[config.mk]
export PLATFORM = sky130hd
export DESIGN_NAME = ge_array_feeder
export DESIGN_NICKNAME = d
export VERILOG_FILES = /design/src/rtl/ge_pkg.sv /design/src/rtl/ge_skew_line.sv /design/src/rtl/ge_array_feeder.sv
export SDC_FILE = /design/constraint.sdc
export NUM_CORES = 1
export LEC_CHECK = 0
export CORE_ASPECT_RATIO = 1.2
export CORE_MARGIN = 3
export CORE_UTILIZATION = 53
export DETAILED_ROUTE_END_ITERATION = 12
export GPL_TIMING_DRIVEN = 0
export PLACE_DENSITY_LB_ADDON = 0.2
export SYNTH_ARGS = -nofsm -noshare
export SYNTH_HDL_FRONTEND = slang
export SYNTH_SLANG_ARGS = --single-unit
[constraint.sdc]
create_clock -name clk -period 2.4 [get_ports clk]
set_input_delay 0.48 -clock clk [delete_from_list [all_inputs] [get_ports clk]]
set_output_delay 0.48 -clock clk [all_outputs]
set_load 0.05 [all_outputs]
[src/rtl/ge_pkg.sv]
// ge_pkg: shared node op codes, pass modes and feeder state encoding for the GE array.
package ge_pkg;
  typedef enum logic [1:0] {OP_PASS = 2'b00, OP_SWAP = 2'b01, OP_ADD = 2'b10, OP_NOP = 2'b11} op_t;
  typedef enum logic {MODE_TRI = 1'b0, MODE_SYS = 1'b1} mode_t;
  typedef enum logic [1:0] {IDLE, FEED, OFFLOAD, DRAIN} feed_state_t;
endpackage

[src/rtl/ge_skew_line.sv]
// ge_skew_line: DEPTH-stage delay of one column's {data,start,swap} triple, async cleared.
module ge_skew_line
  import ge_pkg::*;
#(
  parameter int DEPTH = 1
) (
  input  logic       clk,
  input  logic       rst_b,
  input  logic [2:0] d,
  output logic [2:0] q
);
  logic [DEPTH-1:0][2:0] sr;
  always_ff @(posedge clk or negedge rst_b)
    if (!rst_b) sr <= '0;
    else begin
      sr[0] <= d;
      for (int i = 1; i < DEPTH; i++) sr[i] <= sr[i-1];
    end
  assign q = sr[DEPTH-1];
endmodule

[src/rtl/ge_array_feeder.sv]
// ge_array_feeder: feeds command-driven row passes into the GE array top edge with per-column skew.
module ge_array_feeder
  import ge_pkg::*;
#(
  parameter int N_COL = 8,
  parameter int ROW_W = 8
) (
  input  logic             clk,
  input  logic             rst_b,
  input  logic             cmd_valid,
  output logic             cmd_ready,
  input  logic             cmd_mode,
  input  logic [ROW_W-1:0] cmd_rows,
  input  logic             row_valid,
  output logic             row_ready,
  input  logic [N_COL-1:0] row_data,
  output logic             mode_o,
  output logic [N_COL-1:0] start_o,
  output logic [N_COL-1:0] swap_o,
  output logic [N_COL-1:0] data_o,
  output logic             busy,
  output logic             done,
  output logic [ROW_W-1:0] bubble_cnt
);
  localparam int PW = $clog2(N_COL) + 1;
  feed_state_t state;
  logic [ROW_W-1:0] rows, row_cnt;
  logic [PW-1:0] pcnt;
  logic take, s_start, s_swap;
  logic [N_COL-1:0] s_data;
  assign cmd_ready = state == IDLE;
  assign busy = state != IDLE;
  assign row_ready = state == FEED;
  assign take = row_valid && row_ready;
  assign s_data = take ? row_data : '0;
  assign s_start = take && row_cnt == '0;
  assign s_swap = state == OFFLOAD;
  always_ff @(posedge clk or negedge rst_b)
    if (!rst_b) begin
      state <= IDLE;
      mode_o <= MODE_TRI;
      rows <= '0;
      row_cnt <= '0;
      bubble_cnt <= '0;
      pcnt <= '0;
      done <= 1'b0;
    end else begin
      done <= 1'b0;
      case (state)
        IDLE: if (cmd_valid) begin
          mode_o <= cmd_mode;
          rows <= cmd_rows;
          row_cnt <= '0;
          bubble_cnt <= '0;
          pcnt <= '0;
          state <= cmd_rows == '0 ? OFFLOAD : FEED;
        end
        FEED: if (take) begin
          row_cnt <= row_cnt + 1'b1;
          if (row_cnt == rows - 1'b1) state <= OFFLOAD;
        end else if (!(&bubble_cnt)) bubble_cnt <= bubble_cnt + 1'b1;
        OFFLOAD: begin
          pcnt <= pcnt == PW'(N_COL - 1) ? '0 : pcnt + 1'b1;
          if (pcnt == PW'(N_COL - 1)) state <= DRAIN;
        end
        DRAIN: begin
          pcnt <= pcnt + 1'b1;
          if (pcnt == PW'(N_COL - 2)) begin
            state <= IDLE;
            done <= 1'b1;
          end
        end
        default: state <= IDLE;
      endcase
    end
  // column j sees the slot j cycles after column 0
  for (genvar j = 0; j < N_COL; j++) begin : g_col
    ge_skew_line #(.DEPTH(j + 1)) u_skew (
      .clk  (clk),
      .rst_b(rst_b),
      .d    ({s_data[j], s_start, s_swap}),
      .q    ({data_o[j], start_o[j], swap_o[j]})
    );
  end
endmodule
==> results.txt <==
fin worst setup slack: 149 ps
vias in the first global route: 2,306
largest net degree at the start of global routing: 71
Post-CTS Setup Inserts: 0
row count: 32
most frequent cells in the layout: dfrtp_1, clkdlybuf4s50_1, buf_4, nor2_1, nand2_1
Vias/cell: 5.23
MaxCap Viol Count: 0
Final Max Tran Viols: 0
global-route wire length before repair: 10.2 mm
Total GRT Usage: 17.4%
Fmax achieved: 444 MHz
outcome: complete, no violations
Placer Congestion: 0.795
DIE WIDTH: 80.8 um
Die H: 95.8 um
drt wl/cell: 13.5 um
fin util: 68.7%
Post-synth EDFFs: 0
Worst-Margin Slew: 511 ps
H-tree depth: 3
maximum vdd drop: 0.611 mV
PD cells: 868 nW/um^2
HPWL after DPL: 4.46 mm
I/O pin count: 58
syn_nets: 331
Final Cell Area: 4450 sq um
Root Buffer: clkbuf_8
Worst slew margin: 65.8%
post-route total power: 3.87 mW
drt pass-1 iters: 4
Ys Warns: 0
Critical Path End Type: output port
detailed-route via count: 2,400
# setup viols final: 0
Reg clk slew, reported paths: 90 ps
dpl cells: 442
CTS sink cnt: 84
Netlist cell types: 47
final setup TNS: 0 ps
Crit Path Max Fanout: 9
n_diodes: 0
Post-synth ARST share: 100%
Worst Reg-to-Reg Cells: 8
Multi-input gate area: 1180 sq um
Tcrit/Tclk final: 93.8%
1st-iter DRT viols: 56
final non-filler cell total: 459
Setup WS pre-CTS: 74.8 ps
Worst-Skew Late Latency: 360 ps
clock period minus worst slack: 2250 ps
Post-Synthesis Cells: 300
worst min path class: flip-flop to flip-flop
Clock Skew: 11.1 ps
fillcell total: 517
R2R Path End: state[1]$_DFFE_PN0P_
register-to-register setup slack: 200 ps
worst hold margin: 350 ps
CTS Buf Count: 9
HP Start: g_col[7].u_skew.sr[20]$_DFF_PN0_
Cells on Worst Hold Path: 0
Synth Cell Area: 3560 sq um
Clock Path Buffers: 2
area of the core: 6490 sq um
drt drc: 0
Area Overhead vs Synth: 25.2%
Synth Area per Inst: 11.9 sq um
sequential area share after synthesis: 59.1%
IO Port Bufs: 56
Cell Area, Placed: 4250 sq um
final hold violation count: 0
fraction of layout cells with a size suffix above 1: 16.6%
nets: 400
Worst EP required: 1920 ps
overall die area: 7740 sq um
CTS tree: done
crit start category: flip-flop
Routed Antenna Nets: 0
crit path kind: flip-flop to output port
Seq cells post-synth: 84
CP arrival: 1770 ps
grt total ovfl: 0
Leakage: 2.12 nW
Hold EP: g_col[7].u_skew.q[2]$_DFF_PN0_
initial antenna violation count: 0
Total Wirelength: 6.18 mm
starting density of the core: 54.9%
ys flop type: dfrtp_1
most common cell after layout, fill and taps aside: dfrtp_1
r2r startpoint: state[1]$_DFFE_PN0P_
Register Area: 2100 sq um
RSZ-0062 raised after global routing: no
## critical path: stages, from the launching register on
cell and delay, ps:
dfrtp_1 410, inv_1 80, ha_2 180, buf_6 130, inv_1 80, dlygate4sd2_1 530
## worst max path at each step
stage	start	endpoint	slack [ps]	depth (start not counted)
global placement	rst_b	rows[1]$_DFFE_PN0P_	-2000	1
detailed placement	cmd_valid	state[1]$_DFFE_PN0P_	70	7
global route	state[0]$_DFFE_PN0P_	state[1]$_DFFE_PN0P_	50	9
floorplan	state[1]$_DFFE_PN0P_	state[1]$_DFFE_PN0P_	5	8
CTS	state[0]$_DFFE_PN0P_	cmd_ready	10	3
finish	state[1]$_DFFE_PN0P_	busy	150	5
## kinds of logic after synthesis
family | count (synthesis) | share of synthesized area [%]
buffers and inverters | 45 | 7.81
flip-flops | 84 | 59.1
adder cells (fa/ha/maj) | 10 | 3.52
AND/OR/NAND/NOR | 93 | 14.7
AO/OA/AOI/OAI | 40 | 7.28
multiplexers | 10 | 3.16
XOR/XNOR | 18 | 4.43
## cell usage after synthesis (3+ instances only)
cell type / count / area, sq um
dfrtp_1: 84 / 2100
buf_4: 23 / 173
nand2_1: 17 / 63.8
nor2_1: 17 / 63.8
inv_1: 13 / 48.8
o21ai_0: 13 / 65.1
xor2_1: 12 / 105
and3_1: 11 / 68.8
ha_1: 10 / 125
mux2_2: 10 / 113
nand3_1: 9 / 45.0
nor3_1: 9 / 45.0
a21oi_1: 8 / 40.0
clkbuf_1: 6 / 22.5
xnor2_1: 6 / 52.6
or3_1: 5 / 31.3
nand2b_1: 4 / 25.0
buf_6: 3 / 33.8
o211ai_1: 3 / 22.5
## sequential cells by signal, indices dropped and copies added, names as in the netlist
name / cells
pcnt: 4
g_col.u_skew.q: 10
mode_o: 1
state: 2
row_cnt: 8
done: 1
g_col.u_skew.sr: 42
bubble_cnt: 8
rows: 8
## final cells by class
| cell class | count | share of cell area (%) |
|---|---|---|
| plain buffers | 32 | 5.17 |
| well taps | 85 | 2.39 |
| repair buffers | 58 | 13.4 |
| inverters | 13 | 1.10 |
| multi-input cells | 171 | 26.5 |
| clock inverters | 6 | 1.18 |
| clock buffers | 10 | 3.09 |
| flip-flops and latches | 84 | 47.2 |
## report_power, final
group	internal [mW]	switching, mW	total, mW
Combinational	0.471	0.708	1.18
Sequential	1.57	0.150	1.72
Clock	0.422	0.546	0.968
Total	2.46	1.40	3.87
## what timing repair did
item,CTS,global route
hold endpoints to repair,14,0
endpoints found under the setup margin,2,3
hold buffers,1,0
resized for setup,2,3
gates cloned,0,0
## metal layers
metal	up-vias	global-route usage, %	share of wire [%]
met1	1185	21.0	44
met3	9	4.40	4.4
met5	-	0	0
li1	1148	-	-
met4	0	7.32	1.5
met2	58	29.4	50
(Power assumes the default switching activity.)
